**src/rtl/mem_arb_pkg.sv**
```systemverilog
// Shared types for the memory-port arbiter.
//   state_e  : arbiter FSM state (idle, fetch in flight, data access in flight)
//   grant_e  : grant decision produced by mem_arb_pick
//   STREAK_W : width of the consecutive-data-grant counter
package mem_arb_pkg;

  localparam int unsigned STREAK_W = 4;

  typedef enum logic [1:0] {
    ST_IDLE  = 2'd0,
    ST_FETCH = 2'd1,
    ST_DATA  = 2'd2
  } state_e;

  typedef enum logic [1:0] {
    GNT_NONE = 2'd0,
    GNT_IF   = 2'd1,
    GNT_D    = 2'd2
  } grant_e;

endpackage

```
**src/rtl/mem_port_arbiter_if.sv**
```systemverilog
// Bundle of the arbiter's requester and memory-side signals.
//   fetch requester : if_req, if_addr, if_kill -> if_done, if_rdata, stall_f
//   data requester  : d_req, d_we, d_addr, d_wdata -> d_done, d_rdata, stall_m
//   memory          : mem_req, mem_we, mem_addr, mem_wdata <- mem_ack, mem_rdata
// Modport master is the arbiter's view; slave is the core + memory view.
interface mem_port_arbiter_if #(
  parameter int unsigned AW = 10,
  parameter int unsigned DW = 32
) ();

  logic          if_req;
  logic [AW-1:0] if_addr;
  logic          if_kill;
  logic          if_done;
  logic [DW-1:0] if_rdata;

  logic          d_req;
  logic          d_we;
  logic [AW-1:0] d_addr;
  logic [DW-1:0] d_wdata;
  logic          d_done;
  logic [DW-1:0] d_rdata;

  logic          mem_req;
  logic          mem_we;
  logic [AW-1:0] mem_addr;
  logic [DW-1:0] mem_wdata;
  logic          mem_ack;
  logic [DW-1:0] mem_rdata;

  logic          stall_f;
  logic          stall_m;

  modport master (
    input  if_req, if_addr, if_kill, d_req, d_we, d_addr, d_wdata, mem_ack, mem_rdata,
    output if_done, if_rdata, d_done, d_rdata, mem_req, mem_we, mem_addr, mem_wdata,
    output stall_f, stall_m
  );

  modport slave (
    output if_req, if_addr, if_kill, d_req, d_we, d_addr, d_wdata, mem_ack, mem_rdata,
    input  if_done, if_rdata, d_done, d_rdata, mem_req, mem_we, mem_addr, mem_wdata,
    input  stall_f, stall_m
  );

endinterface

```
**src/rtl/mem_arb_pick.sv**
```systemverilog
// Grant selection for the memory-port arbiter (combinational).
//   if_elig_i : fetch request eligible this cycle
//   d_elig_i  : data request eligible this cycle
//   streak_i  : consecutive data grants taken while a fetch was waiting
//   grant_o   : GNT_D normally wins; GNT_IF wins once the streak hits MAX_STREAK
module mem_arb_pick import mem_arb_pkg::*; #(
  parameter int unsigned MAX_STREAK = 4
) (
  input  logic                if_elig_i,
  input  logic                d_elig_i,
  input  logic [STREAK_W-1:0] streak_i,
  output grant_e              grant_o
);

  localparam logic [STREAK_W-1:0] StreakCap = STREAK_W'(MAX_STREAK);

  always_comb begin
    grant_o = GNT_NONE;
    if (if_elig_i && (!d_elig_i || streak_i == StreakCap)) begin
      grant_o = GNT_IF;
    end else if (d_elig_i) begin
      grant_o = GNT_D;
    end
  end

endmodule

```
**src/rtl/mem_port_arbiter.sv**
```systemverilog
// Shares one single-port, variable-latency memory between instruction fetch and
// load/store. One transaction at a time; data has priority, but after MAX_STREAK
// data grants taken while a fetch waited, the fetch is served next.
//   clk, rst : clock, synchronous active-high reset
//   bus      : requester, memory and stall signals (mem_port_arbiter_if.master)
module mem_port_arbiter import mem_arb_pkg::*; #(
  parameter int unsigned AW         = 10,
  parameter int unsigned DW         = 32,
  parameter int unsigned MAX_STREAK = 4
) (
  input logic                clk,
  input logic                rst,
  mem_port_arbiter_if.master bus
);

  localparam logic [STREAK_W-1:0] StreakCap = STREAK_W'(MAX_STREAK);

  state_e              state_q, state_d;
  logic [STREAK_W-1:0] streak_q, streak_d;
  logic                kill_pend_q, kill_pend_d;
  logic                mem_req_q, mem_req_d;
  logic                mem_we_q, mem_we_d;
  logic [AW-1:0]       mem_addr_q, mem_addr_d;
  logic [DW-1:0]       mem_wdata_q, mem_wdata_d;
  logic                if_done_q, if_done_d;
  logic [DW-1:0]       if_rdata_q, if_rdata_d;
  logic                d_done_q, d_done_d;
  logic [DW-1:0]       d_rdata_q, d_rdata_d;

  logic   if_elig, d_elig;
  grant_e grant;

  // A requester keeps req high through its done cycle; mask it so the finished
  // request is not granted a second time.
  assign if_elig = bus.if_req & ~bus.if_kill & ~if_done_q;
  assign d_elig  = bus.d_req & ~d_done_q;

  mem_arb_pick #(
    .MAX_STREAK (MAX_STREAK)
  ) u_pick (
    .if_elig_i (if_elig),
    .d_elig_i  (d_elig),
    .streak_i  (streak_q),
    .grant_o   (grant)
  );

  always_comb begin
    state_d     = state_q;
    streak_d    = streak_q;
    kill_pend_d = kill_pend_q;
    mem_req_d   = mem_req_q;
    mem_we_d    = mem_we_q;
    mem_addr_d  = mem_addr_q;
    mem_wdata_d = mem_wdata_q;
    if_done_d   = 1'b0;
    if_rdata_d  = if_rdata_q;
    d_done_d    = 1'b0;
    d_rdata_d   = d_rdata_q;

    unique case (state_q)
      ST_IDLE: begin
        unique case (grant)
          GNT_IF: begin
            state_d     = ST_FETCH;
            mem_req_d   = 1'b1;
            mem_we_d    = 1'b0;
            mem_addr_d  = bus.if_addr;
            mem_wdata_d = '0;
            streak_d    = '0;
          end
          GNT_D: begin
            state_d     = ST_DATA;
            mem_req_d   = 1'b1;
            mem_we_d    = bus.d_we;
            mem_addr_d  = bus.d_addr;
            mem_wdata_d = bus.d_wdata;
            // Only count data grants that actually made a fetch wait.
            if (bus.if_req) begin
              streak_d = (streak_q == StreakCap) ? streak_q : streak_q + 1'b1;
            end else begin
              streak_d = '0;
            end
          end
          default: ;
        endcase
      end
      ST_FETCH: begin
        if (bus.mem_ack) begin
          state_d     = ST_IDLE;
          mem_req_d   = 1'b0;
          kill_pend_d = 1'b0;
          // A redirect seen at any point of the access discards its result.
          if (!(kill_pend_q || bus.if_kill)) begin
            if_done_d  = 1'b1;
            if_rdata_d = bus.mem_rdata;
          end
        end else if (bus.if_kill) begin
          kill_pend_d = 1'b1;
        end
      end
      ST_DATA: begin
        if (bus.mem_ack) begin
          state_d   = ST_IDLE;
          mem_req_d = 1'b0;
          d_done_d  = 1'b1;
          if (!mem_we_q) begin
            d_rdata_d = bus.mem_rdata;
          end
        end
      end
      default: state_d = ST_IDLE;
    endcase
  end

  always_ff @(posedge clk) begin
    if (rst) begin
      state_q     <= ST_IDLE;
      streak_q    <= '0;
      kill_pend_q <= 1'b0;
      mem_req_q   <= 1'b0;
      mem_we_q    <= 1'b0;
      mem_addr_q  <= '0;
      mem_wdata_q <= '0;
      if_done_q   <= 1'b0;
      if_rdata_q  <= '0;
      d_done_q    <= 1'b0;
      d_rdata_q   <= '0;
    end else begin
      state_q     <= state_d;
      streak_q    <= streak_d;
      kill_pend_q <= kill_pend_d;
      mem_req_q   <= mem_req_d;
      mem_we_q    <= mem_we_d;
      mem_addr_q  <= mem_addr_d;
      mem_wdata_q <= mem_wdata_d;
      if_done_q   <= if_done_d;
      if_rdata_q  <= if_rdata_d;
      d_done_q    <= d_done_d;
      d_rdata_q   <= d_rdata_d;
    end
  end

  assign bus.mem_req   = mem_req_q;
  assign bus.mem_we    = mem_we_q;
  assign bus.mem_addr  = mem_addr_q;
  assign bus.mem_wdata = mem_wdata_q;
  assign bus.if_done   = if_done_q;
  assign bus.if_rdata  = if_rdata_q;
  assign bus.d_done    = d_done_q;
  assign bus.d_rdata   = d_rdata_q;

  assign bus.stall_f = bus.if_req & ~if_done_q;
  assign bus.stall_m = bus.d_req & ~d_done_q;

endmodule
```
**src/flat_wrapper.sv**
```systemverilog
// flat-port wrapper written by rule: the top's interface ports become plain ports
module mem_port_arbiter_flat import mem_arb_pkg::*;
#(
  parameter int unsigned AW         = 10,
  parameter int unsigned DW         = 32,
  parameter int unsigned MAX_STREAK = 4
)
  (clk, rst, bus_if_req, bus_if_addr, bus_if_kill, bus_d_req, bus_d_we, bus_d_addr, bus_d_wdata, bus_mem_ack, bus_mem_rdata, bus_if_done, bus_if_rdata, bus_d_done, bus_d_rdata, bus_mem_req, bus_mem_we, bus_mem_addr, bus_mem_wdata, bus_stall_f, bus_stall_m);
  mem_port_arbiter_if #(.AW(AW), .DW(DW)) bus_i ();
  input logic clk;
  input logic rst;
  input wire logic [$bits(bus_i.if_req)-1:0] bus_if_req;
  input wire logic [$bits(bus_i.if_addr)-1:0] bus_if_addr;
  input wire logic [$bits(bus_i.if_kill)-1:0] bus_if_kill;
  input wire logic [$bits(bus_i.d_req)-1:0] bus_d_req;
  input wire logic [$bits(bus_i.d_we)-1:0] bus_d_we;
  input wire logic [$bits(bus_i.d_addr)-1:0] bus_d_addr;
  input wire logic [$bits(bus_i.d_wdata)-1:0] bus_d_wdata;
  input wire logic [$bits(bus_i.mem_ack)-1:0] bus_mem_ack;
  input wire logic [$bits(bus_i.mem_rdata)-1:0] bus_mem_rdata;
  output wire logic [$bits(bus_i.if_done)-1:0] bus_if_done;
  output wire logic [$bits(bus_i.if_rdata)-1:0] bus_if_rdata;
  output wire logic [$bits(bus_i.d_done)-1:0] bus_d_done;
  output wire logic [$bits(bus_i.d_rdata)-1:0] bus_d_rdata;
  output wire logic [$bits(bus_i.mem_req)-1:0] bus_mem_req;
  output wire logic [$bits(bus_i.mem_we)-1:0] bus_mem_we;
  output wire logic [$bits(bus_i.mem_addr)-1:0] bus_mem_addr;
  output wire logic [$bits(bus_i.mem_wdata)-1:0] bus_mem_wdata;
  output wire logic [$bits(bus_i.stall_f)-1:0] bus_stall_f;
  output wire logic [$bits(bus_i.stall_m)-1:0] bus_stall_m;
  assign bus_i.if_req = bus_if_req;
  assign bus_i.if_addr = bus_if_addr;
  assign bus_i.if_kill = bus_if_kill;
  assign bus_i.d_req = bus_d_req;
  assign bus_i.d_we = bus_d_we;
  assign bus_i.d_addr = bus_d_addr;
  assign bus_i.d_wdata = bus_d_wdata;
  assign bus_i.mem_ack = bus_mem_ack;
  assign bus_i.mem_rdata = bus_mem_rdata;
  assign bus_if_done = bus_i.if_done;
  assign bus_if_rdata = bus_i.if_rdata;
  assign bus_d_done = bus_i.d_done;
  assign bus_d_rdata = bus_i.d_rdata;
  assign bus_mem_req = bus_i.mem_req;
  assign bus_mem_we = bus_i.mem_we;
  assign bus_mem_addr = bus_i.mem_addr;
  assign bus_mem_wdata = bus_i.mem_wdata;
  assign bus_stall_f = bus_i.stall_f;
  assign bus_stall_m = bus_i.stall_m;
  mem_port_arbiter #(.AW(AW), .DW(DW), .MAX_STREAK(MAX_STREAK)) u_core (.clk(clk), .rst(rst), .bus(bus_i));
endmodule
```
**config.mk**
```make
export PLATFORM = sky130hd
export DESIGN_NAME = mem_port_arbiter_flat
export DESIGN_NICKNAME = d
export VERILOG_FILES = /design/src/rtl/mem_arb_pkg.sv /design/src/rtl/mem_port_arbiter_if.sv /design/src/rtl/mem_arb_pick.sv /design/src/rtl/mem_port_arbiter.sv /design/src/flat_wrapper.sv
export SDC_FILE = /design/constraint.sdc
export NUM_CORES = 1
export LEC_CHECK = 0
export ABC_AREA = 1
export BUFFER_PORTS_ARGS = -buffer_cell sky130_fd_sc_hd__clkbuf_2
export CORE_MARGIN = 3
export CORE_UTILIZATION = 50
export DETAILED_ROUTE_END_ITERATION = 6
export MAX_ROUTING_LAYER = met4
export PLACE_DENSITY = 0.84
export SETUP_SLACK_MARGIN = 0.3
export SYNTH_ARGS = -nofsm -noshare
export SYNTH_HDL_FRONTEND = slang
export SYNTH_SLANG_ARGS = --single-unit
```
**constraint.sdc**
```tcl
create_clock -name clk -period 3.8 [get_ports clk]
set_input_delay 0.38 -clock clk [delete_from_list [all_inputs] [get_ports clk]]
set_output_delay 0.38 -clock clk [all_outputs]
set_load 0.02 [all_outputs]
```
Word level (Yosys, flattened, before mapping). Index checks and enable logic that the tools add are counted.

Input port bits: 91. Flip-flop bits (word level): 117. Logic and storage cells: 70.

Mux-type cells: 18. $add $sub $neg: 1. Equal/unequal tests: 9. Bitwise gates (word level): 12. Reductions and logical operators: 19.

Operators with widths (count): 32-bit one-hot mux with 2 select lines (1); 10-bit one-hot mux with 2 select lines (1); 3-bit AND reduction (4); 4-bit two-way mux (2); 1-bit NOT (8); 2-bit one-hot mux with 2 select lines (2); 4-bit one-hot mux with 2 select lines (1); 1-bit two-way mux (6); 2-bit two-way mux (3); 3-bit inequality test (second input constant) (2); 2-bit AND reduction (3); 2-bit nonzero test (3); 2-bit OR reduction (3); 4-bit by 1-bit adder with 4-bit output (second input constant) (1); 1-bit bitwise AND (4); 2-bit by 1-bit == test with 1-bit output (second input constant) (2); 2-bit == test (second input constant) (2); 4-bit by 3-bit == test with 1-bit output (second input constant) (1); 1-bit one-hot mux with 2 select lines (2); 3-bit OR reduction (1); 2-bit zero test (1); 1-bit logical OR (2); 2-bit by 1-bit inequality test with 1-bit output (second input constant) (1); 2-bit inequality test (second input constant) (1); other kinds (2) (2).

Logic depth before layout (Yosys ltp). Gate-level depths: netlist of the first run.

Depth after elaboration: 10. Depth in mapped cells: 10. Mapped depth without buffers: 10.

Modules after synthesis. Synthesis of the first run repeated with hierarchy kept, for this count alone.

Cells, all modules: 587. Area, all modules: 4440.5 µm².

By module, submodules not included: mem_port_arbiter (cells an instance 574, area each 4383.0 µm², instances 1, sequential area each 2342.2 µm²); mem_arb_pick (cells an instance 13, area each 57.6 µm², instances 1, sequential area each 0.0 µm²).

Least setup slack after synthesis of the first run. Ideal clock, no wire load.

Kind: register -> register. Start point: register u_core.state_q[0]. End point: register u_core.streak_q[1]. Slack: 2.395 ns. Cell stages (with the launch flop): 8. Arrival: 1.290 ns. Data required time: 3.684 ns. Buffers on the path: 0. Setup time: 0.116 ns. Cells stage by stage: dfxtp_1 -> inv_1 -> ha_1 -> inv_1 -> a21oi_2 -> nand2_1 -> o21ai_0 -> nor2_1.

Longest elaborated chain between the ends: 2.

Ends and longest elaborated chain: start: declaration (RTL line mem_port_arbiter.sv:18) `state_e state_q, state_d;`; start signal: assignment (RTL line mem_port_arbiter.sv:129) `state_q <= state_d;`; 2-bit zero test (RTL line mem_port_arbiter.sv:60) `unique case (state_q)`; 3-bit AND reduction (no source line); end signal: assignment (RTL line mem_port_arbiter.sv:130) `streak_q <= streak_d;`; end: declaration (RTL line mem_port_arbiter.sv:19) `logic [STREAK_W-1:0] streak_q, streak_d;`.

Every way passes these cells. A chain may end at the register's enable or synchronous reset.

Worst setup path after layout of the first run.
Start point: register u_core.state_q[0]. End point: register u_core.d_rdata_q[7] (netlist: u_core.bus.d_rdata[7]).

Longest elaborated chain between the ends: 2.

Ends and longest elaborated chain: 2-bit == test (RTL line mem_port_arbiter.sv:60); 3-bit AND reduction (no source line); end signal: assignment (RTL line mem_port_arbiter.sv:139) `d_rdata_q <= d_rdata_d;`; end: declaration (RTL line mem_port_arbiter.sv:28) `logic [DW-1:0] d_rdata_q, d_rdata_d;`.

Every way passes these cells.

==> flow_summary_export.csv, run 1 <==
group,metric,value,unit
drt,drt_pre_antenna_iters,4,
logic_synthesis,synth-edff-count,0,
clock_network,clock-sinks,117,
global_routing,grt_use_total,24.0,%
logic_synthesis,synth_top_flop_cell,"dfxtp_1",
logic_synthesis,ys_top_cells_by_count,"nor2_1 (143), dfxtp_1 (117), nand2_1 (108)",
floorplanning,die_y,101,um
setup_path,start_kind,"flip-flop",
cells_and_area,n_antenna_cell,0,
floorplanning,die_w,101,um
clock_network,cts_made_buffers,17,
power,p_leak,0.00304,uW
clock_network,ctsRootBufferMaster,"clkbuf_8",
logic_synthesis,synth_most_common_cell,"nor2_1",
logic_synthesis,yosysTopAreaCellShare,51.6,%
setup_path,cp.arrival,3.09,ns
clock_network,path_clk_slew,0.06,ns
setup_path,rr_worst_depth,7,
sta,rsz0062_at_grt,"no",
sta,slew_viol_final,0,
floorplanning,io_pins,203,
floorplanning,rows,34,
drt,routed_wl,12200,um
sta,finalHoldViolCount,0,
clock_network,insertion_delay,0.49,ns
clock_network,post_cts_resized,0,
sta,fin_crit_sh,71.5,%
clock_network,hold_buffers,0,
sta,fin_crit,2.72,ns
setup_path,required,4.18,ns
min_path,min_path_type,"in2reg",
logic_synthesis,synth_nets,696,
logic_synthesis,synth_area_per_cell,7.57,sq um
floorplanning,dieArea,10200,sq um
drt,wl_per_cell,13.4,um
clock_network,cts_buffer_depth,2,
global_routing,grt_antenna_before_repair,0,
placed_design,place.gp.congestion,0.881,
logic_synthesis,syn-instance-count,599,
drt,drc_errors,0,
sta,slew_headroom,28.3,%
floorplanning,start_util,51.8,%
placed_design,dp_hpwl,8670,um
global_routing,grt_pass1_vias,4222,
setup_path,cp-startpoint,"u_core.state_q[0]",
power,p_per_area,566,nW/um^2
drt,ant_nets,0,
global_routing,met1_usage,28.2,%
setup_path,worstPathMaxFanout,33,
logic_synthesis,synth_area_leaders,"dfxtp_1 (52%), nor2_1 (12%), nand2_1 (8.9%)",
power,ir_drop,0.328,mV
sta,setup_viol,0,
global_routing,use_met2,40.2,%
clock_network,cts_tree,"yes",
setup_path,path_class,"reg2reg",
global_routing,grtUsageMet3,6.75,%
logic_synthesis,synth_seq_area_share,51.6,%
cells_and_area,areaGrowthSynthToFinish,34.5,%
logic_synthesis,synth_cell_types,25,
logic_synthesis,synth_top_area_cell,"dfxtp_1",
global_routing,grt_overflow,0,
setup_path,rrSetupSlack,1.08,ns
cells_and_area,finalNetCount,885,
global_routing,globalRoute.busiestLayer,"met2",
logic_synthesis,ys_seq_elements,117,
sta,worst_pin_slew,1.07,ns
sta,fin_skew,0.00901,ns
clock_network,postCtsSetupBuffers,0,
logic_synthesis,synth_warnings,0,
global_routing,grt_pass1_wl,19200,um
sta,timing.hold.ws,0.119,ns
run_status,outcome,"finished clean",
floorplanning,fp.coreArea,8760,sq um
logic_synthesis,synthesis.area,4540,sq um
placed_design,preCtsSetupSlack,1.09,ns
sta,setup_tns,0,ns
setup_path,regToRegStartpoint,"u_core.state_q[0]",
drt,first_iter_violations,168,
flow_run,drv_cap,0,
setup_path,cp-end-kind,"flip-flop",
logic_synthesis,synthArstFlopShare,0,%
sta,timing.final.ws_setup,1.08,ns
drt,vias,4560,
setup_path,worstSetupEndpoint,"u_core.bus.d_rdata[7]",
setup_path,r2r-end,"u_core.bus.d_rdata[7]",
drt,via_per_inst,5.02,
global_routing,grt_start_max_net_pins,49,
cells_and_area,drive_gt1_share,30.9,%
placed_design,port_buffers,202,
min_path,hold_start,"bus_d_wdata[16]",
clock_network,htree_levels,4,
sta,fmax,0.368,GHz
[cell families (layout without fill, tap and decap cells)]
logic type / Yosys count / in the layout / share of synthesized area (%)
xor+xnor: 1 / 1 / 0.193
simple gates: 286 / 286 / 25.8
flops: 117 / 117 / 51.6
fa+ha+maj: 6 / 6 / 1.66
buf+inv: 74 / 275 / 7.53
compound gates: 115 / 115 / 13.2
[report_power, final]
part / switching (uW) / total (uW) / internal [uW]
registers: 52.3 / 1370 / 1320
logic: 346 / 521 / 176
clock network: 546 / 1560 / 1010
total: 945 / 3450 / 2510
[stage by stage]
stage               util [%]  cell area (sq um)  total power [uW]  std cells
finish                  69.6               6100              3450        908
global route            69.6               6100              3610        908
CTS                     69.6               6100              3480        908
detailed placement      62.9               5510              1920        877
global placement        62.9               5510              1900        877
floorplan                  -               4540              1740        599
[cell type report]
cell class,count,area [sq um]
fill,727,2670
sequential,117,2340
multi-input combinational,408,1850
timing repair buffer,205,1030
clock buffer,19,432
clock inverter,12,155
inverter,39,146
tap,108,135
[metal layers]
metal | share of wire [%] | vias to the layer above | wire length (um)
met4 | 1.2 | 0 | 147
met1 | 41 | 2080 | 5000
li1 | - | 2265 | -
met3 | 9.1 | 12 | 1110
met5 | 0 | - | 0
met2 | 49 | 203 | 5940
[state kept, by name (all words and copies together), names as in the netlist]
register              flops
u_core.bus.d_rdata       32
u_core.bus.if_rdata      32
u_core.bus.mem_wdata     32
u_core.bus.mem_addr      10
u_core.streak_q           4
u_core.state_q            2
u_core.bus.d_done         1
u_core.bus.if_done        1
u_core.bus.mem_req        1
u_core.bus.mem_we         1
u_core.kill_pend_q        1
[worst max-delay path: stages, from the launching register on]
cell	delay, ns
dfxtp_1	0.34
inv_1	0.09
ha_1	0.14
nand2_1	0.07
nor2_2	0.81
inv_1	0.76
nor2_1	0.29
nor2_1	0.08
[layout by cell type, fill, tap and decap left out]
cell        Yosys  routed
clkbuf_2        0     202
nor2_1        143     142
dfxtp_1       117     117
nand2_1       108     108
o21ai_0        65      65
a21oi_1        46      46
inv_1          38      38
nand3_1        22      22
clkbuf_16       0      16
ha_1            6       6
nand4_1         3       3
clkinv_2        0       3
clkinv_4        0       3
bufinv_16       0       3
buf_4           0       3
nor2_4          2       2
nor2_2          1       2
nand2_4         2       2
a21oi_2         2       2
clkbuf_8        0       2
clkinvlp_4      0       2
nand2_2         1       1
nor2_8          1       1
o21ai_4         1       1
clkinv_1        1       1
nand3_2         1       1
nor3_1          1       1
xor2_1          1       1
nor3b_1         1       1
o21bai_1        1       1
inv_6           0       1
clkbuf_1       19       1
[worst min-delay path by stage]
stage / end / slack (ns) / cells past startpoint
3_3_place_gp: u_core.bus.mem_wdata[15] / 0.45 / 2
5_1_grt: u_core.bus.mem_wdata[23] / 0.10 / 3
4_1_cts: u_core.bus.mem_wdata[16] / 0.1 / 3
2_1_floorplan: u_core.state_q[1] / 0.48 / 2
3_5_place_dp: u_core.bus.mem_wdata[7] / 0.46 / 2
6_report: u_core.bus.mem_wdata[16] / 0.12 / 3
Power figures use the tool's default switching activity.
==> run 2, diff against run 1 <==
--- a/config.mk
+++ b/config.mk
@@ -8,10 +8,10 @@
 export ABC_AREA = 1
 export BUFFER_PORTS_ARGS = -buffer_cell sky130_fd_sc_hd__clkbuf_2
 export CORE_MARGIN = 3
-export CORE_UTILIZATION = 50
+export CORE_UTILIZATION = 42
 export DETAILED_ROUTE_END_ITERATION = 6
 export MAX_ROUTING_LAYER = met4
-export PLACE_DENSITY = 0.84
+export PLACE_DENSITY = 0.75
 export SETUP_SLACK_MARGIN = 0.3
 export SYNTH_ARGS = -nofsm -noshare
 export SYNTH_HDL_FRONTEND = slang
==> constraint.sdc (replaced) <==
create_clock -name clk -period 2.45 [get_ports clk]
set_input_delay 0.245 -clock clk [delete_from_list [all_inputs] [get_ports clk]]
set_output_delay 0.245 -clock clk [all_outputs]
set_load 0.02 [all_outputs]
==> run 2 against run 1 <==
Sequential share of layout area down 4.0 points. Die area up 18%. Sequential power up 55%. Count of clock-buffer cells in the layout up 4. Via count up 4.4%. Largest cell class unchanged.
==> flow_summary_export.csv, run 2 (synthesis results as in run 1) <==
group,metric,value,unit
run_status,outcome,"finished clean",
sta,slew_viol_final,0,
power,intPower,3930,uW
power,pwr-share-seq,39.2,%
flow_run,drv_cap,0,
power,pwr-share-comb,16.8,%
setup_path,worstPathMaxFanout,32,
sta,fin_crit,1.84,ns
clock_network,path_clk_slew,0.06,ns
floorplanning,die_w,110,um
power,ir_drop,0.401,mV
sta,fmax,0.543,GHz
cells_and_area,fillCellCount,855,
min_path,min_path_type,"in2reg",
cells_and_area,finalNetCount,953,
floorplanning,rows,37,
drt,via_per_inst,4.74,
power,p_per_area,796,nW/um^2
setup_path,required,2.83,ns
drt,routed_wl,13600,um
global_routing,grt_use_total,22.8,%
floorplanning,dieArea,12100,sq um
clock_network,htree_levels,4,
power,p_sw,1480,uW
clock_network,ctsRootBufferMaster,"clkbuf_8",
sta,worst_pin_slew,1.07,ns
clock_network,clock-sinks,117,
global_routing,grt_pass1_wl,21000,um
cells_and_area,areaGrowthSynthToFinish,49.9,%
drt,drc_errors,0,
drt,first_iter_violations,366,
power,p_leak,0.00332,uW
cells_and_area,multi_input_area,1850,sq um
cells_and_area,drive_gt1_share,28.8,%
sta,finalHoldViolCount,0,
clock_network,cts_buffer_depth,2,
power,pwr-share-clk,44.0,%
sta,setup_viol,0,
global_routing,grt_pass1_vias,4540,
floorplanning,io_pins,203,
floorplanning,start_util,43.5,%
global_routing,grt_overflow,0,
floorplanning,die_y,110,um
sta,rsz0062_at_grt,"no",
drt,ant_nets,0,
placed_design,dp_hpwl,8180,um
clock_network,cts_tree,"yes",
setup_path,cp.arrival,2.23,ns
setup_path,start_kind,"flip-flop",
global_routing,grt_start_max_net_pins,70,
placed_design,placed_cells,908,
clock_network,insertion_delay,0.50,ns
placed_design,place.gp.congestion,0.849,
drt,wl_per_cell,13.6,um
sta,setup_tns,0,ns
sta,fin_skew,0.0138,ns
cells_and_area,final_common_cell,"clkbuf_2",
cells_and_area,final_cells,1004,
sta,timing.final.ws_setup,0.608,ns
floorplanning,fp.coreArea,10400,sq um
placed_design,port_buffers,202,
drt,vias,4759,
cells_and_area,layout_common_cells,"clkbuf_2 (202), nor2_1 (142), dfxtp_1 (117), nand2_1 (108)",
cells_and_area,fin_util,65.3,%
global_routing,grt_antenna_before_repair,0,
sta,slew_headroom,28.2,%
cells_and_area,n_antenna_cell,0,
clock_network,postCtsSetupBuffers,0,
cells_and_area,regArea,2340,sq um
placed_design,preCtsSetupSlack,0.622,ns
power,sw_frac_of_total,27.3,%
drt,drt_pre_antenna_iters,5,
sta,fin_crit_sh,75.2,%
setup_path,path_class,"reg2reg",
setup_path,cp-end-kind,"flip-flop",
clock_network,cts_made_buffers,17,
run 2: per-stage QoR:
stage / power, uW / hold slack, ns / area (sq um)
2_1_floorplan: 2700 / 0.380 / 4540
3_3_place_gp: 2970 / 0.453 / 5570
3_5_place_dp: 2970 / 0.455 / 5570
4_1_cts: 5460 / 0.0310 / 6800
5_1_grt: 5660 / 0.0571 / 6800
6_report: 5410 / 0.0655 / 6800
run 2: power by group through the flow:
stage | sequential [uW] | clock (uW) | combinational (uW)
5_1_grt | 2140 | 2520 | 1010
6_report | 2120 | 2380 | 910
3_3_place_gp | 2150 | 0 | 814
2_1_floorplan | 2300 | 0 | 392
3_5_place_dp | 2160 | 0 | 819
4_1_cts | 2120 | 2440 | 903
run 2: worst max-delay path, stage by stage, from the launching register on:
cell and delay, ns:
dfxtp_1 0.37, inv_1 0.08, ha_1 0.20, nand2_1 0.07, inv_1 0.05, nand2_1 0.12
clkinvlp_4 0.49, nor2_1 0.28, nor2_1 0.07
run 2: routing by layer:
metal | track usage (%) | vias up | wire [um]
met4 | 8.46 | 0 | 226
met3 | 7.05 | 23 | 1180
li1 | - | 2412 | -
met2 | 37.1 | 217 | 6350
met5 | - | - | 0
met1 | 26.4 | 2107 | 5890
run 2: path summary, 6_finish.rpt:
kind                          start  slack (ns)                      end  cells past startpoint
min reg2reg  u_core.bus.mem_addr[5]        0.46   u_core.bus.mem_addr[5]                      2
max reg2reg       u_core.state_q[1]        0.61  u_core.bus.if_rdata[13]                      8
max               u_core.state_q[1]        0.61  u_core.bus.if_rdata[13]                      8
min                     bus_mem_ack        0.07        u_core.bus.d_done                      3
run 2: area by class of cell:
| type | instances | area share [%] |
|---|---|---|
| Sequential cell | 117 | 34.4 |
| Multi-Input combinational cell | 408 | 27.3 |
| Timing Repair Buffer | 273 | 25.1 |
| Clock buffer | 23 | 7.01 |
| Tap cell | 136 | 2.50 |
| Inverter | 39 | 2.21 |
| Clock inverter | 8 | 1.45 |
run 2: what timing repair did:
item,4_1_cts,5_1_grt
hold buffers,65,0
endpoints found under the hold margin,91,0
gates resized for setup,0,1
setup endpoints to repair,0,1
==> run 3, diff against run 2 <==
--- a/config.mk
+++ b/config.mk
@@ -5,10 +5,10 @@
 export SDC_FILE = /design/constraint.sdc
 export NUM_CORES = 1
 export LEC_CHECK = 0
-export ABC_AREA = 1
+export ABC_AREA = 0
 export BUFFER_PORTS_ARGS = -buffer_cell sky130_fd_sc_hd__clkbuf_2
 export CORE_MARGIN = 3
-export CORE_UTILIZATION = 42
+export CORE_UTILIZATION = 41
 export DETAILED_ROUTE_END_ITERATION = 6
 export MAX_ROUTING_LAYER = met4
 export PLACE_DENSITY = 0.75
==> constraint.sdc (replaced) <==
create_clock -name clk -period 1.6 [get_ports clk]
set_input_delay 0.16 -clock clk [delete_from_list [all_inputs] [get_ports clk]]
set_output_delay 0.16 -clock clk [all_outputs]
set_load 0.02 [all_outputs]
==> run 3 against run 2 <==
The flow now finishes with violations (negative setup slack). First-iteration DRC count is 5.2% lower. Clock power is 52% higher. Wire length is 33% higher. Global-route usage is 6.2 points higher. Hold slack worse by 0.0018 ns. Via count is 9.4% higher. Synthesized cell count is 18% lower. Flip-flop and latch count stayed put. Die area is 4.6% lower. Count of clock-buffer cells in the layout is 4 lower. Sequential share of layout area is 5.8 points lower. Critical path depth is 1 lower. Largest cell class is now non-clock buffers. Largest power group unchanged.
==> flow_summary_export.csv, run 3 <==
group,metric,value,unit
logic_synthesis,synth_cell_types,36,
logic_synthesis,synth-edff-count,0,
global_routing,grt_start_max_net_pins,59,
sta,fin_crit,1.77,ns
setup_path,worstPathMaxFanout,8,
drt,wl_per_cell,18.7,um
sta,fmax,0.564,GHz
global_routing,grt_pass1_wl,25300,um
cells_and_area,layout_common_cells,"clkbuf_2 (197), dfxtp_1 (111), nand2_1 (99), dlygate4sd3_1 (86), nor2_1 (49)",
power,fin_total_pwr,8370,uW
floorplanning,io_pins,203,
power,intPower,6090,uW
power,p_sw,2280,uW
drt,ant_nets,0,
global_routing,grt_use_total,28.9,%
clock_network,insertion_delay,0.51,ns
setup_path,regToRegStartpoint,"u_core.state_q[1]",
clock_network,cts_made_buffers,17,
clock_network,path_clk_slew,0.06,ns
sta,setup_tns,-4.51,ns
cells_and_area,fillCellCount,522,
power,ir_drop,0.579,mV
logic_synthesis,syn-instance-count,493,
logic_synthesis,ys_top_cells_by_count,"nand2_1 (132), dfxtp_1 (117), a21oi_1 (67)",
drt,highest_layer,"met4",
sta,timing.final.ws_setup,-0.173,ns
drt,routed_wl,18100,um
logic_synthesis,synth_top_flop_cell,"dfxtp_1",
min_path,whs_endpoint,"u_core.streak_q[2]",
drt,first_iter_violations,347,
sta,slew_viol_final,0,
power,pwr-share-comb,19.2,%
logic_synthesis,synth_nets,590,
placed_design,port_buffers,202,
floorplanning,dieArea,11500,sq um
setup_path,cp.arrival,2.13,ns
clock_network,cts_buffer_depth,2,
drt,dr_wl_met2,9350,um
logic_synthesis,yosysTopAreaCellShare,55.6,%
drt,drc_errors,0,
logic_synthesis,synth_warnings,0,
placed_design,dp_hpwl,8330,um
global_routing,grt_pass1_vias,5169,
global_routing,grt_overflow,0,
run_status,outcome,"complete, but fails checks",
sta,setup_viol,76,
floorplanning,fp.coreArea,9860,sq um
logic_synthesis,synth_area_per_cell,8.54,sq um
setup_path,path_class,"reg2reg",
floorplanning,die_w,107,um
min_path,hold_start,"rst",
min_path,min_path_type,"in2reg",
cells_and_area,areaGrowthSynthToFinish,95.1,%
power,pwr-share-seq,37.7,%
placed_design,place.gp.congestion,0.812,
setup_path,cp-end-kind,"flip-flop",
floorplanning,rows,36,
drt,drt_pre_antenna_iters,7,
drt,vias,5204,
floorplanning,start_util,42.7,%
clock_network,ctsRootBufferMaster,"clkbuf_8",
logic_synthesis,synth_area_leaders,"dfxtp_1 (56%), nand2_1 (12%), a21oi_1 (8.0%)",
power,p_per_area,1020,nW/um^2
logic_synthesis,synth_seq_area_share,55.6,%
run_status,violations,"negative setup slack",
logic_synthesis,ys_seq_elements,117,
min_path,hold_depth,4,
global_routing,grt_antenna_before_repair,0,
clock_network,cts_tree,"yes",
logic_synthesis,synth_top_area_cell,"dfxtp_1",
power,p_leak,0.00350,uW
sta,finalHoldViolCount,0,
power,pwr-share-clk,43.1,%
logic_synthesis,synth_most_common_cell,"nand2_1",
sta,rsz0062_at_grt,"yes",
setup_path,rrSetupSlack,-0.17,ns
cells_and_area,finalNetCount,921,
clock_network,clock-sinks,117,
drt,via_per_inst,5.36,
setup_path,r2r-end,"u_core.bus.mem_addr[1]",
setup_path,rr_worst_depth,7,
cells_and_area,final_common_cell,"clkbuf_2",
flow_run,drv_cap,0,
logic_synthesis,synthesis.area,4210,sq um
setup_path,required,1.96,ns
sta,fin_skew,0.0147,ns
sta,slew_headroom,51.1,%
sta,fin_crit_sh,111,%
sta,worst_pin_slew,0.734,ns
floorplanning,die_y,107,um
logic_synthesis,synthArstFlopShare,0,%
drt,wl_met3,1560,um
power,sw_frac_of_total,27.2,%
clock_network,htree_levels,4,
setup_path,start_kind,"flip-flop",
cells_and_area,drive_gt1_share,49.8,%
drt,drt-met1-wl,6690,um
cells_and_area,n_antenna_cell,0,
## run 3: what timing repair did
item,4_1_cts,5_1_grt
pin swaps,19,83
endpoints found under the setup margin,116,118
hold endpoints to repair,108,0
hold buffers,86,0
resized for setup,64,109
gates cloned,10,3
setup buffers,11,14
## run 3: through the flow
step	util, %	hold slack (ns)	cell area [sq um]	cells	setup WS, ns
detailed placement	56.4	0.405	5570	814	-0.0597
finish	83.3	0.0637	8210	970	-0.173
CTS	77.2	0.000225	7620	953	-0.0518
global route	83.3	0.0617	8210	970	-0.216
global placement	56.4	0.398	5570	814	0.00193
floorplan	-	0.296	4350	493	-0.0515
## run 3: logic make-up (layout without fill, tap and decap cells)
| kind of cell | Yosys count | count (layout) | share of synthesized area [%] |
|---|---|---|---|
| AOI/OAI and AO/OA | 122 | 122 | 18.5 |
| adders and majority gates | 6 | 6 | 1.78 |
| buffers and inverters | 47 | 391 | 4.67 |
| DFF | 117 | 117 | 55.6 |
| muxes | 1 | 1 | 0.238 |
| and+or+nand+nor | 200 | 200 | 19.2 |
## run 3: area by class of cell
type	instances	area (sq um)	share of cell area, %
tap	133	166	2.03
sequential	117	2350	28.6
inverter	7	31.3	0.381
timing repair buffer	352	2810	34.3
multi-input combinational	329	2290	27.8
clock buffer	19	432	5.26
clock inverter	13	133	1.61
## run 3: power by group through the flow
stage,sequential [uW],combinational [uW],clock [uW]
after floorplan,3330,435,0
after global placement,3180,963,0
after detailed placement,3180,986,0
after CTS,3140,1400,3620
after global routing,3160,1690,3750
final,3150,1600,3610
## run 3: how the worst max path moves through the flow
stage                        from                      to  slack (ns)
3_5_place_dp   u_core.bus.if_done  u_core.bus.mem_addr[2]       -0.06
3_3_place_gp   u_core.bus.if_done  u_core.bus.mem_addr[2]       0.002
5_1_grt        u_core.streak_q[0]  u_core.bus.mem_addr[3]       -0.22
4_1_cts        u_core.bus.if_done  u_core.bus.mem_addr[3]       -0.05
6_report        u_core.state_q[1]  u_core.bus.mem_addr[1]       -0.17
2_1_floorplan   u_core.state_q[1]  u_core.bus.mem_addr[3]       -0.05
## run 3: layer usage
| layer | up-vias | global-route usage [%] |
|---|---|---|
| met5 | - | - |
| met4 | 0 | 13.2 |
| met3 | 52 | 8.28 |
| met2 | 341 | 48.4 |
| met1 | 2457 | 32.1 |
| li1 | 2354 | - |
## run 3: worst max-delay path, cell delays in order (launching register included)
cell      delay, ns
dfxtp_2        0.36
inv_4          0.06
ha_4           0.16
and3b_2        0.22
o21a_4         0.16
buf_12         0.15
a222oi_1       0.40
nor2_1         0.11
